**src/rtl/cond_pkg.sv**
```systemverilog
// Shared condition-code encodings and NZCV bit positions for the
// condition-check / write-gating stage.
package cond_pkg;

  localparam logic [3:0] COND_EQ = 4'b0000;
  localparam logic [3:0] COND_NE = 4'b0001;
  localparam logic [3:0] COND_CS = 4'b0010;
  localparam logic [3:0] COND_CC = 4'b0011;
  localparam logic [3:0] COND_MI = 4'b0100;
  localparam logic [3:0] COND_PL = 4'b0101;
  localparam logic [3:0] COND_VS = 4'b0110;
  localparam logic [3:0] COND_VC = 4'b0111;
  localparam logic [3:0] COND_HI = 4'b1000;
  localparam logic [3:0] COND_LS = 4'b1001;
  localparam logic [3:0] COND_GE = 4'b1010;
  localparam logic [3:0] COND_LT = 4'b1011;
  localparam logic [3:0] COND_GT = 4'b1100;
  localparam logic [3:0] COND_LE = 4'b1101;
  localparam logic [3:0] COND_AL = 4'b1110;
  localparam logic [3:0] COND_NV = 4'b1111;

  localparam int FLAG_N = 3;
  localparam int FLAG_Z = 2;
  localparam int FLAG_C = 1;
  localparam int FLAG_V = 0;

endpackage

```
**src/rtl/cond_logic_if.sv**
```systemverilog
// Bundle between the main control FSM/decoder (master) and the
// condition-check stage (slave).
interface cond_logic_if;
  logic [3:0] Cond;
  logic [3:0] ALUFlags;
  logic [1:0] FlagW;
  logic       PCS;
  logic       Branch;
  logic       NextPC;
  logic       RegW;
  logic       MemW;
  logic       FpuW;
  logic       Src_64b;
  logic       PCWrite;
  logic       RegWrite;
  logic       MemWrite;
  logic       FpuWrite;
  logic       Write64;
  logic [3:0] Flags;
  logic       CondEx;

  modport master (
    output Cond, ALUFlags, FlagW, PCS, Branch, NextPC, RegW, MemW, FpuW, Src_64b,
    input  PCWrite, RegWrite, MemWrite, FpuWrite, Write64, Flags, CondEx
  );

  modport slave (
    input  Cond, ALUFlags, FlagW, PCS, Branch, NextPC, RegW, MemW, FpuW, Src_64b,
    output PCWrite, RegWrite, MemWrite, FpuWrite, Write64, Flags, CondEx
  );
endinterface

```
**src/rtl/cond_check.sv**
```systemverilog
// Purely combinational evaluation of a 4-bit condition field against NZCV.
module cond_check
  import cond_pkg::*;
(
  input  logic [3:0] cond,
  input  logic [3:0] flags,
  output logic       cond_ex
);

  logic n, z, c, v;

  assign n = flags[FLAG_N];
  assign z = flags[FLAG_Z];
  assign c = flags[FLAG_C];
  assign v = flags[FLAG_V];

  // NV is deliberately treated as always so it can never suppress a write.
  always_comb begin
    cond_ex = 1'b1;
    case (cond)
      COND_EQ: cond_ex = z;
      COND_NE: cond_ex = ~z;
      COND_CS: cond_ex = c;
      COND_CC: cond_ex = ~c;
      COND_MI: cond_ex = n;
      COND_PL: cond_ex = ~n;
      COND_VS: cond_ex = v;
      COND_VC: cond_ex = ~v;
      COND_HI: cond_ex = c & ~z;
      COND_LS: cond_ex = ~c | z;
      COND_GE: cond_ex = (n == v);
      COND_LT: cond_ex = (n != v);
      COND_GT: cond_ex = ~z & (n == v);
      COND_LE: cond_ex = z | (n != v);
      COND_AL: cond_ex = 1'b1;
      COND_NV: cond_ex = 1'b1;
      default: cond_ex = 1'b1;
    endcase
  end

endmodule

```
**src/rtl/cond_logic.sv**
```systemverilog
// Holds the architectural NZCV flags and gates the FSM's raw write strobes
// with the condition result registered one cycle earlier.
module cond_logic
  import cond_pkg::*;
(
  input  logic         clk,
  input  logic         reset,
  cond_logic_if.slave  bus
);

  logic [3:0] flags_q;
  logic       cond_ex_c;
  logic       cond_ex_d;
  logic [1:0] flag_write;

  cond_check u_cond_check (
    .cond    (bus.Cond),
    .flags   (flags_q),
    .cond_ex (cond_ex_c)
  );

  assign flag_write = bus.FlagW & {2{cond_ex_c}};

  // N/Z and C/V halves update independently; evaluation always sees pre-update flags.
  always_ff @(posedge clk or negedge reset) begin
    if (!reset) begin
      flags_q   <= 4'b0000;
      cond_ex_d <= 1'b0;
    end else begin
      if (flag_write[1]) flags_q[3:2] <= bus.ALUFlags[3:2];
      if (flag_write[0]) flags_q[1:0] <= bus.ALUFlags[1:0];
      cond_ex_d <= cond_ex_c;
    end
  end

  assign bus.PCWrite  = ((bus.PCS | bus.Branch) & cond_ex_d) | bus.NextPC;
  assign bus.RegWrite = bus.RegW & cond_ex_d;
  assign bus.MemWrite = bus.MemW & cond_ex_d;
  assign bus.FpuWrite = bus.FpuW & cond_ex_d;
  assign bus.Write64  = bus.Src_64b & bus.RegW & cond_ex_d;
  assign bus.Flags    = flags_q;
  assign bus.CondEx   = cond_ex_d;

endmodule

```
**src/flat_wrapper.sv**
```systemverilog
// flat-port wrapper written by rule: the top's interface ports become plain ports
module cond_logic_flat import cond_pkg::*;
  (clk, reset, bus_Cond, bus_ALUFlags, bus_FlagW, bus_PCS, bus_Branch, bus_NextPC, bus_RegW, bus_MemW, bus_FpuW, bus_Src_64b, bus_PCWrite, bus_RegWrite, bus_MemWrite, bus_FpuWrite, bus_Write64, bus_Flags, bus_CondEx);
  cond_logic_if bus_i ();
  input  logic clk;
  input  logic reset;
  input wire logic [$bits(bus_i.Cond)-1:0] bus_Cond;
  input wire logic [$bits(bus_i.ALUFlags)-1:0] bus_ALUFlags;
  input wire logic [$bits(bus_i.FlagW)-1:0] bus_FlagW;
  input wire logic [$bits(bus_i.PCS)-1:0] bus_PCS;
  input wire logic [$bits(bus_i.Branch)-1:0] bus_Branch;
  input wire logic [$bits(bus_i.NextPC)-1:0] bus_NextPC;
  input wire logic [$bits(bus_i.RegW)-1:0] bus_RegW;
  input wire logic [$bits(bus_i.MemW)-1:0] bus_MemW;
  input wire logic [$bits(bus_i.FpuW)-1:0] bus_FpuW;
  input wire logic [$bits(bus_i.Src_64b)-1:0] bus_Src_64b;
  output wire logic [$bits(bus_i.PCWrite)-1:0] bus_PCWrite;
  output wire logic [$bits(bus_i.RegWrite)-1:0] bus_RegWrite;
  output wire logic [$bits(bus_i.MemWrite)-1:0] bus_MemWrite;
  output wire logic [$bits(bus_i.FpuWrite)-1:0] bus_FpuWrite;
  output wire logic [$bits(bus_i.Write64)-1:0] bus_Write64;
  output wire logic [$bits(bus_i.Flags)-1:0] bus_Flags;
  output wire logic [$bits(bus_i.CondEx)-1:0] bus_CondEx;
  assign bus_i.Cond = bus_Cond;
  assign bus_i.ALUFlags = bus_ALUFlags;
  assign bus_i.FlagW = bus_FlagW;
  assign bus_i.PCS = bus_PCS;
  assign bus_i.Branch = bus_Branch;
  assign bus_i.NextPC = bus_NextPC;
  assign bus_i.RegW = bus_RegW;
  assign bus_i.MemW = bus_MemW;
  assign bus_i.FpuW = bus_FpuW;
  assign bus_i.Src_64b = bus_Src_64b;
  assign bus_PCWrite = bus_i.PCWrite;
  assign bus_RegWrite = bus_i.RegWrite;
  assign bus_MemWrite = bus_i.MemWrite;
  assign bus_FpuWrite = bus_i.FpuWrite;
  assign bus_Write64 = bus_i.Write64;
  assign bus_Flags = bus_i.Flags;
  assign bus_CondEx = bus_i.CondEx;
  cond_logic u_core (.clk(clk), .reset(reset), .bus(bus_i));
endmodule
```
**config.mk**
```make
export PLATFORM = sky130hd
export DESIGN_NAME = cond_logic_flat
export DESIGN_NICKNAME = d
export VERILOG_FILES = /design/src/rtl/cond_pkg.sv /design/src/rtl/cond_logic_if.sv /design/src/rtl/cond_check.sv /design/src/rtl/cond_logic.sv /design/src/flat_wrapper.sv
export SDC_FILE = /design/constraint.sdc
export NUM_CORES = 1
export LEC_CHECK = 0
export ABC_AREA = 1
export CAP_MARGIN = 20
export CORE_AREA = 5 5 42 44
export CTS_CLUSTER_DIAMETER = 30
export DETAILED_ROUTE_END_ITERATION = 6
export DIE_AREA = 0 0 47 49
export PLACE_DENSITY_LB_ADDON = 0.08
export SLEW_MARGIN = 5
export SYNTH_ARGS = -nofsm -noshare
export SYNTH_HDL_FRONTEND = slang
export SYNTH_SLANG_ARGS = --single-unit
```
**constraint.sdc**
```tcl
create_clock -name clk -period 3 [get_ports clk]
set_input_delay 0.3 -clock clk [delete_from_list [all_inputs] [get_ports clk]]
set_output_delay 0.3 -clock clk [all_outputs]
set_load 0.05 [all_outputs]
```
**Yosys cells after proc, flatten, opt, wreduce, memory -nomap -nowiden**

Index checks and enable logic that the tools add are counted.

- Output and inout port bits: 10
- Register bits after elaboration: 5
- Bits of input ports: 19

- Bitwise operators: 17
- Equal/unequal tests: 17
- Reductions and logical operators: 2
- Multiplexer cells: 1

Operators with widths:

| operator | number |
|---|---|
| $eq A4 B4 Y1 const B | 8 |
| $eq A4 B3 Y1 const B | 4 |
| $pmux W1 S15 | 1 |
| $and A1 B1 Y1 | 8 |
| $eq A4 B2 Y1 const B | 2 |
| $eq A4 B1 Y1 const B | 1 |
| $logic_not A4 Y1 | 1 |
| $not A1 Y1 | 4 |
| $or A1 B1 Y1 | 4 |
| $and A2 B2 Y2 | 1 |
| $reduce_or A2 Y1 | 1 |
| $eq A1 B1 Y1 | 1 |
| $ne A1 B1 Y1 | 1 |

**Longest topological paths before layout**

- Depth in word-level cells: 4
- Mapped depth: 11

**Modules after synthesis**

Synthesis repeated with hierarchy kept, for this count alone.

- Cell total of the unflattened synthesis: 82
- Area total of the unflattened synthesis: 457.9 µm²

Modules (own cells, without submodules):

| module | seq. area each (µm²) | cells an instance | area an instance (µm²) | times used |
|---|---|---|---|---|
| cond_check | 0.0 | 52 | 232.7 | 1 |
| cond_logic | 125.1 | 30 | 225.2 | 1 |

**Worst setup path before layout**

No wires, ideal clock.

- Path kind: register -> output
- Start point: reg u_core.cond_ex_d (netlist: u_core.bus.CondEx)
- End point: out bus_Write64
- Slack: 1.258 ns
- Stages on the path, launching flop included: 3
- Arrival time: 1.442 ns
- Buffers on the path: 0
- Cells stage by stage: dfrtp_1 -> nand2_1 -> nor2_1

- Cells in the longest elaborated chain, start to end: 1

RTL lines:

| what | line | source |
|---|---|---|
| start, declared | cond_logic.sv:13 | `logic cond_ex_d;` |
| start signal, assigned | cond_logic.sv:32 | `cond_ex_d <= cond_ex_c;` |
| $and A1 B1 Y1 | cond_logic.sv:40 | `assign bus.Write64 = bus.Src_64b & bus.RegW & cond_ex_d;` |
| end, declared | flat_wrapper.sv:21 | `output wire logic [$bits(bus_i.Write64)-1:0] bus_Write64;` |

Every way passes these cells.

**Final worst setup path**

- Start point: in bus_RegW
- End point: out bus_Write64

- Cells in the longest elaborated chain, start to end: 2

RTL lines:

| what | line | source |
|---|---|---|
| start, declared | flat_wrapper.sv:13 | `input wire logic [$bits(bus_i.RegW)-1:0] bus_RegW;` |
| $and A1 B1 Y1 (2 in a row) | cond_logic.sv:40 |  |

Every way passes these cells.

==> flow_summary.toml <==
[yosys]
netlist.area_leader.share_pct = 25.77
seq_area_frac_synth_pct = 25.77
synth_area_um2 = 485.5
yosysWarningCount = 0
synthesis.nets = 102
synth_top_cell_by_area = "dfrtp_1"
ys_ff_latch = 5
ys_types = 15
synth.area.top_cells = "dfrtp_1, nand2_1, inv_1, nand3_1, nand4_1"
avgSynthCellArea_um2 = 5.849
synthCells = 83

[place]
dpl_worst_slack_ns = 0.9720
hpwlAfterDp_mm = 1.161
io_buffers = 28
place_area_um2 = 785.8
place_congestion = 0.7754

[routing]
drc_errors = 0
met2_length_um = 650
drtIter0Drc = 14
firstDrtPassIters = 4
vias_per_cell = 4.679
finalWirelength_mm = 1.350
vias = 613
routed.top_layer = "met4"
met3_length_um = 88
ant_nets = 0
wl_per_cell_um = 10.31
wl_met1_um = 592

[clock_network]
hold_buffers = 0
cts.clk_slew.worst_paths_ns = 0.05
cts_sinks = 5
cts_resized = 0
root_buffer = "clkbuf_4"
cts.htree.levels = 1
worst_skew_pair.late_latency_ns = 0.24
numCtsBuffers = 3
clockBufferDepth = 2
postCtsSetupRepairBufs = 0
tritoncts = "built"

[grt]
grt_pass1_vias = 547
antenna_found_initial = 0
grt_max_degree = 9
overflow = 0
grt_pass1_wl_mm = 2.277
track_usage_pct = 13.38

[critical_path]
timing.rr.start = "u_core.bus.Flags[0]"
cp_common_cell = "clkdlybuf4s50_1"
setup.worst_path.start_class = "input pin"
rrSetupSlack_ns = 1.65
cp_slowest_cell = "clkdlybuf4s50_1"
cp.required_ns = 2.70
path_max_fanout = 2
path_class = "in -> out"
r2r_cells = 9
cp-end-kind = "output port"
crit_chain = "clkdlybuf4s50_1 > nand2_1 > nor2_1 > clkdlybuf4s50_1"
reg2reg_to = "u_core.bus.Flags[1]"
max_stage_delay_ns = 0.81
critPathArrivalTime_ns = 1.72

[final_layout]
area_growth_pct = 67.27
stdcell_area_um2 = 812.0
drive_gt1_share_pct = 9.565
num_antenna_cells = 0
final_nets = 135

[timing]
maxSlewHeadroom_pct = 66.10
period_share_pct = 67.48
clock.fmax_mhz = 494.0
finalSetupViolCount = 0
rsz0062_at_grt = "no"
drv_slew = 0
hold_violations = 0
final.setup.tns_ns = 0
skew_ns = 0.006316
worst_pin_slew_ns = 0.5069
period_minus_slack_ns = 2.024
setup_ws_ns = 0.9757

[pwr]
peakVddDrop_v = 0.0006223
leakagePower_nw = 0.4171
p_per_area_nw_per_um2 = 858.4

[floorplanning]
die_w_um = 47
num_rows = 14
core_area_um2 = 1401
die-height_um = 49
pin_count = 29
start_util_pct = 34.64
die_area_um2 = 2303

[job]
maxCapViolations = 0

[min_path]
hold_class = "in -> async"

[run_status]
outcome = "completed"
placed cells by master, fill, tap and decap left out, types with 2 or more instances in the layout:
cell             count
dfrtp_1              5
o21ai_0              3
nand3_2              2
nor2_1               4
nand3_1              9
nand2_2              2
nand2_1             30
clkdlybuf4s50_1     28
a21oi_1              2
inv_1               15
nand4_1              5
clkbuf_4             3
nor2_2               2
Yosys cell counts (all sizes together):
| library cell | number |
|---|---|
| nand4 | 5 |
| inv | 16 |
| a21oi | 2 |
| nand3 | 12 |
| clkinv | 1 |
| nand2 | 32 |
| o21ai | 4 |
| dfrtp | 5 |
| nor2 | 6 |
worst max path at each step:
stage / startpoint / endpoint / depth (start not counted)
after detailed placement: bus_RegW / bus_Write64 / 4
after global placement: bus_RegW / bus_Write64 / 4
after global routing: bus_RegW / bus_Write64 / 4
final: bus_RegW / bus_Write64 / 4
after floorplan: u_core.bus.CondEx / bus_Write64 / 2
after CTS: bus_RegW / bus_Write64 / 4
where the power goes:
part / leakage [nW] / total [W] / switching (W) / internal (W)
Combinational: 0.341 / 0.000482 / 0.000317 / 0.000165
Clock: 0.0150 / 0.0000770 / 0.0000268 / 0.0000502
Sequential: 0.0607 / 0.000139 / 0.0000379 / 0.000101
stage by stage:
step | hold WS [ns] | util, % | cells | total power [W]
after floorplan | 0.004409 | - | 83 | 0.0004613
after global routing | 0.2925 | 57.95 | 131 | 0.0007547
after CTS | 0.2774 | 57.95 | 131 | 0.0007052
after detailed placement | 0.5189 | 56.07 | 127 | 0.0006252
after global placement | 0.5174 | 56.07 | 127 | 0.0006209
final | 0.2756 | 57.95 | 131 | 0.0006971
worst max-delay path: cells and delay by family:
family        cells  cell delay (ns)
buf+inv           2             1.27
simple gates      2             0.15
state kept, by name, indices dropped and copies added (netlist names):
name	flops
u_core.bus.CondEx	1
u_core.bus.Flags	4
logic make-up (layout without fill, tap and decap cells):
family | count (synthesis) | in the layout | share of synthesized area [%]
simple gates | 55 | 55 | 54.90
buf+inv | 17 | 49 | 13.14
compound gates | 6 | 6 | 6.184
flops | 5 | 5 | 25.77
layer usage:
metal | global-route usage, % | vias to the layer above
li1 | - | 328
met1 | 17.41 | 264
met2 | 19.68 | 19
met3 | 4.428 | 2
met4 | 5.530 | 0
met5 | 0 | -
area by class of cell:
class                      instances  area, um2
fill                             151      589.3
multi-input combinational         61      296.5
timing repair buffer              28      280.3
sequential                         5      125.1
inverter                          17      63.81
clock buffer                       4      26.28
tap                               16      20.02
(Power assumes the default switching activity.)
==> patch, RTL diff (same flow settings) <==
Make the reset (`reset`) synchronous in one clocked block.
--- a/src/rtl/cond_logic.sv
+++ b/src/rtl/cond_logic.sv
@@ -24,3 +24,3 @@
   // N/Z and C/V halves update independently; evaluation always sees pre-update flags.
-  always_ff @(posedge clk or negedge reset) begin
+  always_ff @(posedge clk) begin
     if (!reset) begin
Formal check against the unedited RTL: differs if reset is asserted again (counterexample within 4 cycles, from zero or initial values and one cycle with reset low); with reset held inactive, the same outputs for 10 cycles.
==> patch against the unedited design <==
  * Area after synthesis is 13% higher
  * Count of clock-buffer cells in the layout unchanged
  * Routed wire length rose by 6.6%
  * Cell count up 13%
  * Synthesized cell count is 22% higher
  * Critical path depth stayed put
  * First-iteration DRC count down 7.1%
  * Global-route usage grew 0.52 points
  * Final area grew 6.3%
  * Setup slack gained 8.3 ps
  * Sequential cell count unchanged
  * Highest routed layer unchanged
Power is not compared: it rests on default switching activity, and its combinational part moved more than twofold at a synthesized area within 25%.
==> patch: results (changes against the unedited design) <==
metric	value	unit	change
diodes	0		unchanged
synth_xor_area_share	0	%	unchanged
finalClockSkew	3.41	ps	was 6.32 ps
worst_ir_drop_vdd	0.000314	V	
place_congestion	0.821		was 0.775
yosysSeqAreaShare	18.3	%	was 25.8%
cts_buffers	3		unchanged
synth_cell_types	17		was 15
grtUsageTotal	13.9	%	was 13.4%
crit_path_start	bus_RegW		unchanged
grt_pass1_vias	571		was 547
post_drt_wl_per_cell	9.72	µm	was 10.3 µm
synthArstFlopShare	0	%	was 100%
cts_buffer_depth	2		unchanged
syn-num-nets	120		was 102
r2r_cells	11		was 9
yosysWarnings	0		unchanged
vias	693		was 613
reg2reg_setup_slack	1650	ps	about the same
drt_iter0_markers	13		was 14
rr_endpoint	u_core.bus.Flags[1]		unchanged
synthFlopType	dfxtp_1		was dfrtp_1
place_area	837	µm²	was 786 µm²
cts.clk_slew.worst_paths	40	ps	
r2r_start	u_core.bus.Flags[3]		was u_core.bus.Flags[0]
worstMarginPinSlew	514	ps	was 507 ps
synthMuxAreaShare	0	%	unchanged
nets	152		was 135
grt_pass1_wl	2340	µm	was 2280 µm
h-tree-depth	1		unchanged
insertion_delay	250	ps	
whs	592	ps	was 276 ps
grt_max_degree	10		was 9
layout-drive-gt1-share	12.1	%	was 9.57%
hold_class	register to register		was primary input to asynchronous set/reset pin
ys_top_cells_by_count	34 x nand2_1, 21 x inv_1, 10 x nand3_1		was 30 x nand2_1, 15 x inv_1, 9 x nand3_1
worst-path-max-fanout	2		unchanged
dp_hpwl	1230	µm	was 1160 µm
outcome	finished clean		unchanged
pre_cts_slack	968	ps	was 972 ps
fin_tns_setup	0	ps	unchanged
synth.area.top_cells	nand2_1 23%, dfxtp_1 18%, inv_1 14%		was dfrtp_1 26%, nand2_1 23%, inv_1 12%
synth-compound-area-share	3.42	%	was 6.19%
largest_reg_flops	4		unchanged
==> patch: cell types whose count changed in the layout (fill, tap and decap cells not counted), moves of 2 or more <==
cell,delta
inv_2,+3
dfxtp_1,+5
dfrtp_1,-5
nor2_1,+5
inv_1,+6
nand2_1,+4
a21oi_1,-2
==> patch: critical path: stages <==
cell	delay, ps
clkdlybuf4s50_1	450
nand2_1	60
nor2_1	90
clkdlybuf4s50_1	810
==> patch: cell type report <==
type	instances	area, µm²
timing repair buffer	28	280
multi-input combinational	69	339
fill	151	538
clock buffer	4	26.3
sequential	5	100
tap	16	20.0
inverter	26	97.6
==> patch: per-stage QoR <==
stage	std cells	total power, W
after floorplan	101	0.000216
after global placement	144	0.000282
after detailed placement	144	0.000284
after CTS	148	0.000366
after global routing	148	0.000391
final	148	0.000361
==> patch: layer usage <==
metal | wire length, µm | GRT usage, % | vias to the layer above
li1 | - | - | 365
met1 | 635 | 17.4 | 305
met2 | 668 | 19.7 | 19
met3 | 111 | 6.64 | 4
met4 | 23 | 5.99 | 0
met5 | 0 | 0 | -
==> patch: worst max path at each step <==
stage,slack (ps),cells after the start,end
2_1_floorplan,1250,2,bus_Write64
3_3_place_gp,1000,4,bus_Write64
3_5_place_dp,970,4,bus_Write64
4_1_cts,960,4,bus_Write64
5_1_grt,940,4,bus_Write64
6_report,980,4,bus_Write64
==> patch: logic make-up (layout without fill, tap and decap cells) <==
family                 count (synthesis)  after routing
AOI/OAI and AO/OA                      3              3
buffers and inverters                 27             58
DFF                                    5              5
and+or+nand+nor                       66             66
==> patch: power by group <==
part           internal (W)  total (W)  switching, W
registers         0.0000761  0.0000857    0.00000957
clock network     0.0000503  0.0000784     0.0000281
logic             0.0000765   0.000197      0.000120
